[src/rtl/ulpi_rx_buffer.sv]
// rtl/ulpi_rx_buffer.sv - ULPI receive decode with last-byte staging and a small output FIFO
module ulpi_rx_buffer #(
    parameter int DEPTH = 4
) (
    input  logic       clk,
    input  logic       n_rst,
    input  logic [7:0] usb_in,
    input  logic       dir,
    input  logic       nxt,
    input  logic       rx_ready,
    output logic [7:0] rx_data,
    output logic       rx_last,
    output logic       rx_valid,
    output logic       rx_active,
    output logic [1:0] line_state,
    output logic       rx_err,
    output logic       overflow
);
    localparam int AW = (DEPTH > 1) ? $clog2(DEPTH) : 1;
    localparam logic [AW:0] FULL_CNT = (AW + 1)'(DEPTH);

    typedef enum logic [1:0] {IDLE, TURN, RECV} state_t;

    state_t state, state_next;

    logic       turn_nxt, data_cyc, cmd_cyc, dir_drop;
    logic       eop;
    logic [7:0] stage_data;
    logic       stage_full;
    logic       push;
    logic [8:0] push_entry;
    logic       pop, fifo_full, do_write;

    logic [8:0]    mem [DEPTH];
    logic [AW-1:0] wr_ptr, rd_ptr;
    logic [AW:0]   count;

    always_ff @(posedge clk or negedge n_rst) begin
        if (!n_rst) state <= IDLE;
        else        state <= state_next;
    end

    always_comb begin
        state_next = state;
        case (state)
            IDLE:    state_next = dir ? TURN : IDLE;
            TURN:    state_next = dir ? RECV : IDLE;
            RECV:    state_next = dir ? RECV : IDLE;
            default: state_next = IDLE;
        endcase
    end

    always_comb begin
        turn_nxt = 1'b0;
        data_cyc = 1'b0;
        cmd_cyc  = 1'b0;
        dir_drop = 1'b0;
        case (state)
            TURN: turn_nxt = nxt;
            RECV: begin
                data_cyc = dir & nxt;
                cmd_cyc  = dir & ~nxt;
                dir_drop = ~dir;
            end
            default: ;
        endcase
    end

    // RxEvent bit 4 distinguishes "receiving" (01/11) from "not receiving" (00/10)
    assign eop = rx_active & ((cmd_cyc & ~usb_in[4]) | dir_drop);

    always_comb begin
        push       = 1'b0;
        push_entry = {1'b0, stage_data};
        if (data_cyc && stage_full) begin
            push = 1'b1;
        end else if (eop && stage_full) begin
            push       = 1'b1;
            push_entry = {1'b1, stage_data};
        end
    end

    always_ff @(posedge clk or negedge n_rst) begin
        if (!n_rst) begin
            rx_active  <= 1'b0;
            line_state <= 2'b00;
            rx_err     <= 1'b0;
            stage_data <= 8'h00;
            stage_full <= 1'b0;
        end else begin
            rx_err <= cmd_cyc & (usb_in[5:4] == 2'b11);
            if (turn_nxt)
                rx_active <= 1'b1;
            else if (cmd_cyc)
                rx_active <= usb_in[4];
            else if (dir_drop)
                rx_active <= 1'b0;
            if (cmd_cyc)
                line_state <= usb_in[1:0];
            if (data_cyc) begin
                stage_data <= usb_in;
                stage_full <= 1'b1;
            end else if (eop) begin
                stage_full <= 1'b0;
            end
        end
    end

    assign rx_valid  = (count != '0);
    assign fifo_full = (count == FULL_CNT);
    assign pop       = rx_valid & rx_ready;
    // When full, a simultaneous pop frees the head slot, which is exactly where the tail points
    assign do_write  = push & (~fifo_full | pop);

    always_ff @(posedge clk or negedge n_rst) begin
        if (!n_rst) begin
            for (int i = 0; i < DEPTH; i++) mem[i] <= 9'h000;
            wr_ptr   <= '0;
            rd_ptr   <= '0;
            count    <= '0;
            overflow <= 1'b0;
        end else begin
            overflow <= push & ~do_write;
            if (do_write) begin
                mem[wr_ptr] <= push_entry;
                wr_ptr      <= wr_ptr + AW'(1);
            end
            if (pop)
                rd_ptr <= rd_ptr + AW'(1);
            if (do_write && !pop)
                count <= count + (AW + 1)'(1);
            else if (pop && !do_write)
                count <= count - (AW + 1)'(1);
        end
    end

    assign rx_data = mem[rd_ptr][7:0];
    assign rx_last = mem[rd_ptr][8];

endmodule
[config.mk]
export PLATFORM = sky130hd
export DESIGN_NAME = ulpi_rx_buffer
export DESIGN_NICKNAME = d
export VERILOG_FILES = /design/src/rtl/ulpi_rx_buffer.sv
export SDC_FILE = /design/constraint.sdc
export NUM_CORES = 1
export LEC_CHECK = 0
export CORE_MARGIN = 3
export CORE_UTILIZATION = 45
export DETAILED_ROUTE_END_ITERATION = 16
export DONT_BUFFER_PORTS = 1
export GPL_TIMING_DRIVEN = 0
export HOLD_SLACK_MARGIN = 0.12
export PLACE_DENSITY = 0.57
export RECOVER_POWER = 25
export SLEW_MARGIN = 20
export SYNTH_ARGS = -nofsm -noshare
export SYNTH_HDL_FRONTEND = slang
export SYNTH_SLANG_ARGS = --single-unit
[constraint.sdc]
create_clock -name clk -period 5.61 [get_ports clk]
set_input_delay 1.122 -clock clk [delete_from_list [all_inputs] [get_ports clk]]
set_output_delay 1.122 -clock clk [all_outputs]
set_load 0.03 [all_outputs]
== Yosys cells after proc, flatten, opt, wreduce, memory -nomap -nowiden ==
Index checks and enable logic that the tools add are counted.

* Output and inout bits: 15
* Logic and storage cells: 79
* Bits of input ports: 13
* Register bits: 59

* Mux-type cells: 24
* Order comparisons: 3
* Reduce and logical (&&, ||, !) cells: 13
* Add/subtract/negate cells: 4
* Bitwise operators: 17
* Equality and inequality tests: 4

{| class="wikitable"
|+ Operators by type and width
! operator !! number
|-
| 2-to-1 mux 9 bit || 5
|-
| bitwise mux 36 bit || 1
|-
| binary-select mux 9 bit (select 2 bit) || 1
|-
| demux 9 bit (select 2 bit) || 1
|-
| 2-to-1 mux 1 bit || 12
|-
| AND 1 bit || 8
|-
| greater-or-equal comparator 3 bit (second input constant) || 2
|-
| 2-to-1 mux 3 bit || 2
|-
| NOT 2 -> 3 bit || 2
|-
| nonzero test 3 bit || 2
|-
| logical AND 1 bit || 5
|-
| NOT 1 bit || 5
|-
| adder 2 x 1 -> 2 bit (second input constant) || 2
|-
| equality test 2 bit (second input constant) || 2
|-
| case mux 2 bit (2 select lines) || 1
|-
| nonzero test 2 bit || 2
|-
| adder 3 x 1 -> 3 bit (second input constant) || 1
|-
| equality test 3 bit (second input constant) || 1
|-
| less-than comparator 3 x 1 -> 1 bit (second input constant) || 1
|-
| subtractor 3 x 1 -> 3 bit (second input constant) || 1
|-
| equality test 2 x 1 -> 1 bit (second input constant) || 1
|-
| zero test 1 bit || 2
|-
| zero test 2 bit || 1
|-
| 2-to-1 mux 2 bit || 1
|-
| 2 further kinds || 3
|}

== Depth between registers and ports, before layout ==
Gate-level depths: netlist of run 1.

* Depth in word-level cells: 14
* Mapped depth: 11
* Mapped depth without buffers: 10

== Worst setup path before layout of run 1 ==
No wires, ideal clock.

* Path type: input port to flip-flop
* From: input dir
* To: register count[2]
* Library setup time: 0.079 ns
* Stages on the path: 9
* Arrival time: 3.048 ns
* Data required time: 5.531 ns
* Slack: 2.483 ns
* Buffers on the path: 1
* Cells stage by stage: buf_6 -> a21bo_4 -> a211oi_4 -> ha_1 -> inv_1 -> fa_1 -> xor2_1 -> nor2_1 -> xor2_1

* Cells in the longest elaborated chain, start to end: 12
* Elaborated cells between the ends (all ways): 19
* Classes of those cells: 6 x mux; 7 x bitwise; 6 x reduce/logical

{| class="wikitable"
|+ RTL lines
! element !! RTL line !! text
|-
| from (decl) || 8 || <nowiki>input logic dir,</nowiki>
|-
| AND 1 bit || 62 || <nowiki>cmd_cyc = dir & ~nxt;</nowiki>
|-
| 2-to-1 mux 1 bit || 58 || <nowiki>case (state)</nowiki>
|-
| AND 1 bit || 70 || <nowiki>assign eop = rx_active & ((cmd_cyc & ~usb_in[4]) | dir_drop);</nowiki>
|-
| bitwise OR 1 bit || 70 ||
|-
| AND 1 bit || 70 ||
|-
| logical AND 1 bit || 77 || <nowiki>end else if (eop && stage_full) begin</nowiki>
|-
| 2-to-1 mux 1 bit || 77 ||
|-
| 2-to-1 mux 1 bit * || 75 || <nowiki>if (data_cyc && stage_full) begin</nowiki>
|-
| AND 1 bit * || 113 || <nowiki>assign do_write = push & (~fifo_full | pop);</nowiki>
|-
| net do_write || 32 || <nowiki>logic pop, fifo_full, do_write;</nowiki>
|-
| zero test 1 bit || 132 || <nowiki>else if (pop && !do_write)</nowiki>
|-
| logical AND 1 bit || 132 ||
|-
| nonzero test 2 bit (no source line) || n/a ||
|-
| to (signal assigned) || 131 || <nowiki>count <= count + (AW + 1)'(1);</nowiki>
|-
| to (signal assigned) || 133 || <nowiki>count <= count - (AW + 1)'(1);</nowiki>
|-
| to (decl) || 36 || <nowiki>logic [AW:0] count;</nowiki>
|}

The timed path passes the listed nets; every way through them passes the cells marked *.
A chain may end at the register's enable or synchronous reset.

== Final worst setup path of run 1 ==
Ends and elaborated chain as after synthesis.

==> results of run 1 <==
power by group through the flow:
stage	Clock [mW]	Sequential (mW)	Combinational, mW
3_3_place_gp	0	0.704	0.487
5_1_grt	0.377	0.740	0.554
4_1_cts	0.353	0.717	0.518
3_5_place_dp	0	0.723	0.512
6_report	0.342	0.717	0.505
2_1_floorplan	0	0.686	0.438
worst reg2reg max path: cells and delay by family, from the launching register on:
family | cells | cell delay (ns)
fa+ha+maj | 3 | 0.85
flops | 1 | 0.40
xor+xnor | 2 | 0.32
compound gates | 1 | 0.54
buf+inv | 3 | 0.43
simple gates | 2 | 0.28
worst max path at each step:
stage,startpoint,end,slack [ns],cells after the start
2_1_floorplan,dir,count[2],2.48,9
3_3_place_gp,dir,count[2],2.41,9
3_5_place_dp,dir,count[2],2.28,9
4_1_cts,dir,count[2],2.59,9
5_1_grt,state[0],count[2],2.55,11
6_report,dir,count[2],2.59,9
cells in the final DEF, fill, tap and decap left out, types with 4 or more instances in the layout:
master / synthesis / final
dfrtp_1: 59 / 59
inv_1: 6 / 6
nand2_1: 7 / 7
clkbuf_8: 0 / 12
mux2_2: 42 / 42
mux4_2: 9 / 9
ha_1: 9 / 9
xnor2_1: 4 / 4
mux2_4: 5 / 5
nand2_4: 4 / 4
kinds of logic (layout without fill, tap and decap cells):
| group | after synthesis | after routing |
|---|---|---|
| buffers and inverters | 10 | 25 |
| adder cells (fa/ha/maj) | 10 | 10 |
| flip-flops | 59 | 59 |
| AO/OA/AOI/OAI | 10 | 10 |
| multiplexers | 56 | 56 |
| AND/OR/NAND/NOR | 22 | 22 |
| XOR/XNOR | 6 | 6 |
per-layer routing:
metal,GRT usage [%],vias to the layer above
met2,26.02,30
li1,-,644
met5,0,-
met4,7.429,0
met1,19.03,748
met3,6.151,8
layout make-up:
cell class                      instances  area (µm²)  share of cell area, %
Tap cell                               72       90.09                  3.053
Clock buffer                           13       168.9                  5.725
Multi-Input combinational cell        104        1159                  39.27
Sequential cell                        59        1476                  50.04
Inverter                                6       22.52                 0.7634
Clock inverter                          2       10.01                 0.3393
Buffer                                  4       23.77                 0.8058
flip-flops by register name (all words and copies together) (netlist names):
name	cells
count	3
rx_active	1
state	2
wr_ptr	2
stage_full	1
mem	36
rd_ptr	2
stage_data	8
line_state	2
rx_err	1
overflow	1
stage by stage:
| stage | power [mW] | cells | setup slack, ns | hold WS [ns] |
|---|---|---|---|---|
| finish | 1.564 | 260 | 2.588 | 0.4925 |
| global route | 1.671 | 260 | 2.553 | 0.4534 |
| CTS | 1.588 | 260 | 2.590 | 0.4721 |
| detailed placement | 1.236 | 245 | 2.282 | 0.4887 |
| global placement | 1.191 | 245 | 2.412 | 0.4621 |
| floorplan | 1.124 | 173 | 2.483 | 0.4471 |
==> flow_summary.ini, run 1 <==
[yosys]
yosys.cell_types.count = 28
synth_edf_count = 0
synth-async-reset-ratio_pct = 100.0
synth_commonest_cells = dfrtp_1, mux2_2, ha_1, mux4_2, nand2_1
ys_seq_area_share_pct = 55.06
synth-xor-area-share_pct = 1.960
synth_warnings = 0
yosys.area.top_type = dfrtp_1
netlist_instances = 173
synth_most_common_cell = dfrtp_1
synth_seq_cells = 59
synthSimpleGateAreaFrac_pct = 4.993
synthTopCellsByArea = dfrtp_1, mux2_2, mux4_2, ha_1, mux2_4
synth_top_flop_cell = dfrtp_1
muxShareOfSynthArea_pct = 28.00
synth_compound_area_share_pct = 3.313
synthAdderAreaFrac_pct = 4.946
synth_area_per_cell_um2 = 15.50
syn_nets = 196
synth_area_um2 = 2681
synth_top_family_by_area = multiplexers
synth_top_area_share_pct = 55.06

[placement]
port_buffers = 0
dp_hpwl_mm = 3.283
place_area_um2 = 2771
routabilityCongestion = 0.7125

[route]
wirelength_met1_mm = 2.131
drt_iter0_drc = 27
drc = 0
wl_met3_um = 263
highest-signal-layer = met4
vias_per_cell = 5.500
via_count = 1430
drtPass1Iterations = 4
drt-total-wl_mm = 4.937
avgRoutedWirePerCell_um = 18.99
ant_nets = 0
wl_met2_mm = 2.477

[final_layout]
n_fill_cell = 449
area_growth_pct = 10.03
final_design_area_no_fill_um2 = 2950
drive_above_1_share_pct = 41.49
final_nets = 207
diodes = 0
final_core_util_pct = 52.30

[power]
power_density_nw_per_um2 = 530.2
pwr-share-comb_pct = 32.3
internal_power_mw = 1.023
p_switching_uw = 541.6
seq_power_share_pct = 45.8
ir_worst_vdd_uv = 255.6
leakagePower_nw = 1.442
switching_share_pct = 34.62
pwr-share-clk_pct = 21.9

[sta]
finalSetupViolCount = 0
finalMaxSlewViolations = 0
rsz0062_at_grt = false
tns_ns = 0
timing.final.crit_period_ns = 3.022
fmax_mhz = 330.9
tightest_slew_ns = 0.7946
fin_crit_sh_pct = 53.87
finalClockSkew_ns = 0.007727
slew_headroom_pct = 46.28
hold_violations = 0

[worst_setup_path]
slowest_stage = a211oi_4
critical_path_required_ns = 5.85
r2r_setup_slack_ns = 2.71
r2r_start = state[0]
critical_path.most_common_cell = xor2_1
path_cells = buf_6 -> a21bo_4 -> a211oi_4 -> ha_1 -> inv_1 -> fa_1 -> xor2_1 -> nor2_1 -> xor2_1
arrival_ns = 3.27
ff2ff_path_depth = 11
reg2reg_to = count[2]
cp_top_family = compound AO/OA/AOI/OAI gates
worst-path-max-fanout = 9
slowest_delay_ns = 0.57
cp-start-kind = primary input
cp.buffers_inverters = 2
crit_type = primary input to flop
endpoint_kind = flop

[global_routing]
grt-ovfl-total = 0
grt_first_pass_wirelength_mm = 8.349
track_usage_pct = 16.12
grt_max_degree = 60
antenna_found_initial = 0
first_global_vias = 1634

[clock_network]
cts_buffers = 9
cts.sinks = 59
cts_buffer_depth = 2
cts_root_buffer = clkbuf_8
cts_resized = 0
postCtsHoldBufs = 0
postCtsSetupRepairBufs = 0
cts_tree = yes
clock_latency_ns = 0.32
cts_max_level = 3
clkSlewWorstSetupHoldPaths_ns = 0.06

[run]
max_cap_viol_count = 0

[floorplanning]
start_util_pct = 47.53
num_rows = 27
dieArea_um2 = 6921
die_height_um = 83.19
pin_count = 28
die_w_um = 83.19
core_area_um2 = 5642

[min_path]
min_path_type = primary input to async pin

[run_status]
status = complete, no violations
Note: power is estimated with default switching activity, not from simulation.
==> run 2, diff against run 1 <==
ABC_AREA = 1   (was not set)
PLACE_DENSITY = 0.59   (was 0.57)
clock period = 2.6 ns   (was 5.61 ns; I/O delays follow)
==> run 2 against run 1 <==
Critical path depth rose by 7. Via count rose by 57%. Non-clock buffer count rose by 18. Highest routed layer unchanged. Clock skew fell by 0.0021 ns. Clock power rose to 3.2 times the previous value. Synthesized cell count rose by 88%. First-iteration DRC count rose to 4.1 times the previous value. Sequential power rose by 110%. Worst hold slack got worse by 0.21 ns.
==> flow_summary.ini, run 2 <==
[floorplanning]
dieArea_um2 = 7405
die_w_um = 86.06
core_area_um2 = 6061
start_util_pct = 47.58
die_height_um = 86.06
pin_count = 28
num_rows = 28

[worst_setup_path]
r2r_setup_slack_ns = 0.18
slowest_delay_ns = 0.39
critical_path.most_common_cell = inv_1
endpoint_kind = flop
crit_type = flop to flop
worst-path-max-fanout = 3
critical_path_required_ns = 2.81
slowest_stage = dfrtp_1
cp-start-kind = flop
r2r_start = state[0]
path_cells = inv_1 -> ha_2 -> nand2_2 -> nor2_4 -> nand2_1 -> nand2_2 -> nand3_4 -> nand2_4 -> nand2_1 -> inv_1 -> ha_1 -> inv_1 -> fa_2 -> a21oi_1 -> o21ai_1 -> xor2_1
reg2reg_to = count[2]
ff2ff_path_depth = 16
arrival_ns = 2.63

[yosys]
yosys.area.top_type = dfrtp_1
synthAdderAreaFrac_pct = 4.599
synth_top_flop_cell = dfrtp_1
synth_commonest_cells = nand2_1, dfrtp_1, nand4_1, o21ai_0, nor2_1
synth_seq_cells = 59
synth_edf_count = 0
synthSimpleGateAreaFrac_pct = 29.67
synth_area_um2 = 2884
synth-xor-area-share_pct = 0.9111
synth_top_family_by_area = simple AND/OR/NAND/NOR gates
ys_seq_area_share_pct = 51.19
synth-async-reset-ratio_pct = 100.0
synth_compound_area_share_pct = 7.072
yosys.cell_types.count = 27
synth_warnings = 0
netlist_instances = 326
muxShareOfSynthArea_pct = 0.3905
syn_nets = 349
synth_area_per_cell_um2 = 8.847
synthTopCellsByArea = dfrtp_1, nand2_1, nand4_1, o21ai_0, ha_1
synth_top_area_share_pct = 51.19
synth_most_common_cell = nand2_1

[route]
via_count = 2244
vias_per_cell = 5.318
avgRoutedWirePerCell_um = 16.55
drt_iter0_drc = 111
drtPass1Iterations = 4
drc = 0
drt-total-wl_mm = 6.984
ant_nets = 0

[final_layout]
largest_reg_flops = 36
area_growth_pct = 16.44
layout_common_cells = nand2_1, dfrtp_1, nand4_1, o21ai_0, nor2_1
stdcell_count = 422
largest-register = mem
diodes = 0
layout_commonest_cell = nand2_1
final_core_util_pct = 55.41
drive_above_1_share_pct = 16.71
final_nets = 365
top_regs = mem (36), stage_data (8), count (3)

[clock_network]
clkSlewWorstSetupHoldPaths_ns = 0.07
cts_max_level = 3
cts_root_buffer = clkbuf_8
cts.sinks = 59
cts_buffers = 9
clock_latency_ns = 0.33
cts_buffer_depth = 2
cts_tree = yes

[min_path]
whs_path_depth = 2
hp-start = dir
holdPathEnd = state[1]
min_path_type = primary input to flop

[sta]
hold_violations = 0
rsz0062_at_grt = false
fin_crit_sh_pct = 92.92
finalSetupViolCount = 0
finalClockSkew_ns = 0.005627
finalMaxSlewViolations = 0
slew_headroom_pct = 2.645
fmax_mhz = 413.9
tightest_slew_ns = 1.460
timing.final.crit_period_ns = 2.416

[global_routing]
first_global_vias = 2319
grt_first_pass_wirelength_mm = 11.63
grt-ovfl-total = 0
track_usage_pct = 20.80
antenna_found_initial = 0
grt_max_degree = 60

[power]
leakagePower_nw = 1.698
design_power_total_mw = 3.953
ir_worst_vdd_uv = 529.5
power_density_nw_per_um2 = 1177

[placement]
port_buffers = 0
routabilityCongestion = 0.8229
dp_hpwl_mm = 4.579
dp_cells = 401

[run_status]
status = complete, no violations

[run]
max_cap_viol_count = 0
==> run 2: changes by cell type after synthesis, moves of 4 or more <==
cell      delta
buf_2        +5
clkbuf_1     +4
inv_1       +12
mux2_2      -41
mux2_4       -5
mux4_2       -9
nand2_1     +99
nand3_4      +4
nand4_1     +36
nor2_1      +18
o21ai_0     +22
o22ai_1      +9
==> run 2: kinds of logic (layout without fill, tap and decap cells) <==
group                    after synthesis  after routing
AO/OA/AOI/OAI                         38             38
XOR/XNOR                               3              3
adder cells (fa/ha/maj)               10             10
buffers and inverters                 36             57
flip-flops                            59             59
multiplexers                           1              1
AND/OR/NAND/NOR                      179            179
==> run 2: timing repair <==
action | 4_1_cts | 5_1_grt
resized for setup | 10 | 8
hold buffers | 2 | 0
buffers inserted | 1 | 2
pin swaps | 1 | 0
endpoints found under the setup margin | 10 | 11
endpoints found under the hold margin | 59 | 0
==> run 2: power by group <==
| part | leakage [nW] | internal, mW | switching (mW) |
|---|---|---|---|
| Clock | 0.133 | 0.714 | 0.365 |
| Combinational | 0.781 | 0.421 | 0.976 |
| Sequential | 0.785 | 1.18 | 0.297 |
| Total | 1.70 | 2.32 | 1.64 |
==> run 2: worst max path at each step <==
stage / startpoint / depth (start not counted) / slack [ns] / end
2_1_floorplan: state[0] / 16 / 0.29 / count[2]
3_3_place_gp: state[0] / 14 / 0.09 / count[2]
3_5_place_dp: state[0] / 14 / -0.009 / count[2]
4_1_cts: state[0] / 16 / 0.02 / count[2]
5_1_grt: state[0] / 16 / 0.008 / count[2]
6_report: state[0] / 16 / 0.18 / count[2]
==> run 2: cell type report <==
cell class	instances	area [µm²]
Fill cell	563	2703
Sequential cell	59	1476
Multi-Input combinational cell	231	1311
Clock buffer	12	165.2
Buffer	17	107.6
Clock inverter	4	95.09
Tap cell	75	93.84
Inverter	19	71.32
Timing Repair Buffer	5	37.54
==> run 2: critical path: cells and delay by family, from the launching register on <==
family	cells	cell delay, ns
flip-flops	1	0.39
XOR/XNOR	1	0.14
adder cells (fa/ha/maj)	3	0.69
AO/OA/AOI/OAI	2	0.23
buffers and inverters	3	0.25
AND/OR/NAND/NOR	7	0.61
==> run 2: layer usage <==
layer	vias up	track usage (%)	wire, µm
met3	15	3.939	406
met2	57	32.03	3284
li1	1130	-	-
met4	0	10.65	120
met1	1042	27.94	3174
met5	-	0	0
==> run 2: through the flow <==
| stage | area, µm² | worst slack, ns | hold WS (ns) | setup TNS [ns] |
|---|---|---|---|---|
| final | 3358 | 0.1840 | 0.2848 | 0 |
| after global routing | 3358 | 0.008479 | 0.2836 | 0 |
| after CTS | 3344 | 0.02245 | 0.2716 | 0 |
| after detailed placement | 2978 | -0.009264 | 0.2267 | -0.009264 |
| after global placement | 2978 | 0.09429 | 0.2262 | 0 |
| after floorplan | 2884 | 0.2937 | 0.2244 | 0 |
==> run 3, diff against run 2 <==
--- a/config.mk
+++ b/config.mk
@@ -15,4 +15,5 @@
 export PLACE_DENSITY = 0.59
 export RECOVER_POWER = 25
+export SETUP_SLACK_MARGIN = 0.3
 export SLEW_MARGIN = 20
 export SYNTH_ARGS = -nofsm -noshare
==> constraint.sdc (replaced) <==
create_clock -name clk -period 2.6 [get_ports clk]
set_input_delay 0.52 -clock clk [delete_from_list [all_inputs] [get_ports clk]]
set_output_delay 0.52 -clock clk [all_outputs]
set_load 0.05 [all_outputs]
==> run 3 against run 2 <==
The flow now finishes with violations (capacitance limit). Critical path type unchanged. Critical endpoint unchanged. Via count rose by 3.3%. Die area did not move. Total power rose by 13%. Register-to-register slack improved by 0.11 ns. Clock power barely moved. Sequential share of layout area fell by 2.2 points. Highest routed layer unchanged. Setup slack improved by 0.11 ns. Final cell count rose by 1.2%. Fmax rose by 4.9%. Sequential power rose by 3%. First-iteration DRC count rose by 56%.
==> flow_summary.ini, run 3 (synthesis gave the netlist of run 2 again) <==
[min_path]
min_path_type = primary input to flop
hp-start = dir

[clock_network]
cts_root_buffer = clkbuf_8
cts_max_level = 3
clock_latency_ns = 0.34
cts.sinks = 59
cts_buffers = 9
cts_buffer_depth = 2
clkSlewWorstSetupHoldPaths_ns = 0.07
cts_tree = yes

[final_layout]
drive_above_1_share_pct = 21.02
area_growth_pct = 22.56
final_nets = 370
largest-register = mem
layout_common_cells = nand2_1, dfrtp_1, nand4_1, o21ai_0, nor2_1
largest_reg_flops = 36
top_regs = mem (36), stage_data (8), count (3)
diodes = 0
stdcell_count = 427
layout_commonest_cell = nand2_1
final_core_util_pct = 58.32

[floorplanning]
num_rows = 28
core_area_um2 = 6061
dieArea_um2 = 7405
die_height_um = 86.06
pin_count = 28
start_util_pct = 47.58
die_w_um = 86.06

[global_routing]
antenna_found_initial = 0
grt_first_pass_wirelength_mm = 11.93
track_usage_pct = 21.12
grt_max_degree = 60
first_global_vias = 2345
grt-ovfl-total = 0

[sta]
setup_ws_ns = 0.2971
whs_ns = 0.2802
fin_crit_sh_pct = 88.57
finalMaxSlewViolations = 0
rsz0062_at_grt = true
timing.final.crit_period_ns = 2.303
fmax_mhz = 434.2
slew_headroom_pct = 0.8255
finalClockSkew_ns = 0.008344
hold_violations = 0
tightest_slew_ns = 1.488
finalSetupViolCount = 0

[worst_setup_path]
reg2reg_to = count[2]
r2r_setup_slack_ns = 0.30
slowest_stage = fa_2
ff2ff_path_depth = 16
path_cells = inv_1 -> ha_4 -> nand2_4 -> nor2_4 -> nand2_2 -> nand2_2 -> nand3_4 -> nand2_4 -> nand2_4 -> inv_4 -> ha_4 -> inv_4 -> fa_2 -> a21oi_2 -> o21ai_1 -> xor2_1
worst-path-max-fanout = 3
slowest_delay_ns = 0.39
endpoint = count[2]
cp.buffers_inverters = 3
cp_top_family = adder cells
critical_path_required_ns = 2.82
critical_path.most_common_cell = nand2_4
endpoint_kind = flop
arrival_ns = 2.52
r2r_start = state[0]
crit_start = state[0]
cp-start-kind = flop
crit_cells = 16
crit_type = flop to flop

[placement]
dp_cells = 401
dp_hpwl_mm = 4.568
post-place-ws_ns = -0.09521
routabilityCongestion = 0.7512
port_buffers = 0

[power]
ir_worst_vdd_uv = 605.6
design_power_total_mw = 4.448
power_density_nw_per_um2 = 1258
leakagePower_nw = 1.747

[route]
avgRoutedWirePerCell_um = 16.61
drtPass1Iterations = 4
vias_per_cell = 5.426
ant_nets = 0
via_count = 2317
drt-total-wl_mm = 7.091
drt_iter0_drc = 173
drc = 0

[run]
max_cap_viol_count = 1

[run_status]
status = complete, but fails checks
failed_checks = capacitance limit
-- run 3: metrics by stage --
step	cell area, µm²	setup TNS (ns)
after floorplan	2892	0
after global placement	2985	-0.5838
after detailed placement	2985	-0.5582
after CTS	3483	0
after global routing	3535	0
final	3535	0
-- run 3: power breakdown --
part	total (mW)	internal [mW]	leakage (nW)	switching (mW)
combinational	1.84	0.551	0.830	1.29
sequential	1.53	1.18	0.784	0.348
clock	1.08	0.714	0.133	0.369
-- run 3: metal layers --
| metal | GRT usage [%] | up-vias | wire length (µm) |
|---|---|---|---|
| met4 | 8.058 | 0 | 104 |
| met3 | 5.283 | 11 | 407 |
| met2 | 31.53 | 70 | 3284 |
| li1 | - | 1139 | - |
| met1 | 29.56 | 1097 | 3293 |
| met5 | 0 | - | 0 |
-- run 3: final cells by class --
type,count,area (µm²)
Tap cell,75,93.84
Clock inverter,4,95.09
Sequential cell,59,1478
Clock buffer,12,165.2
Multi-Input combinational cell,231,1434
Fill cell,564,2526
Buffer,17,113.9
Timing Repair Buffer,10,75.07
Inverter,19,80.08
-- run 3: worst register-to-register path: stages (launching register included) --
cell and delay (ns):
dfrtp_1 0.38, inv_1 0.12, ha_4 0.16, nand2_4 0.06, nor2_4 0.09, nand2_2 0.05
nand2_2 0.09, nand3_4 0.08, nand2_4 0.11, nand2_4 0.06, inv_4 0.06, ha_4 0.13
inv_4 0.04, fa_2 0.39, a21oi_2 0.13, o21ai_1 0.08, xor2_1 0.14
-- run 3: repair_timing --
item / CTS / global route
setup buffers: 3 / 5
pin swaps: 4 / 11
setup endpoints to repair: 11 / 11
hold endpoints to repair: 59 / 0
hold buffers: 2 / 0
resized for setup: 36 / 12
-- run 3: worst min-delay path by stage --
stage / endpoint / slack (ns) / depth (start not counted)
after CTS: state[0] / 0.27 / 2
after detailed placement: mem[33] / 0.23 / 0
after global routing: state[1] / 0.27 / 2
after global placement: mem[29] / 0.23 / 0
after floorplan: count[0] / 0.22 / 0
final: state[1] / 0.28 / 2
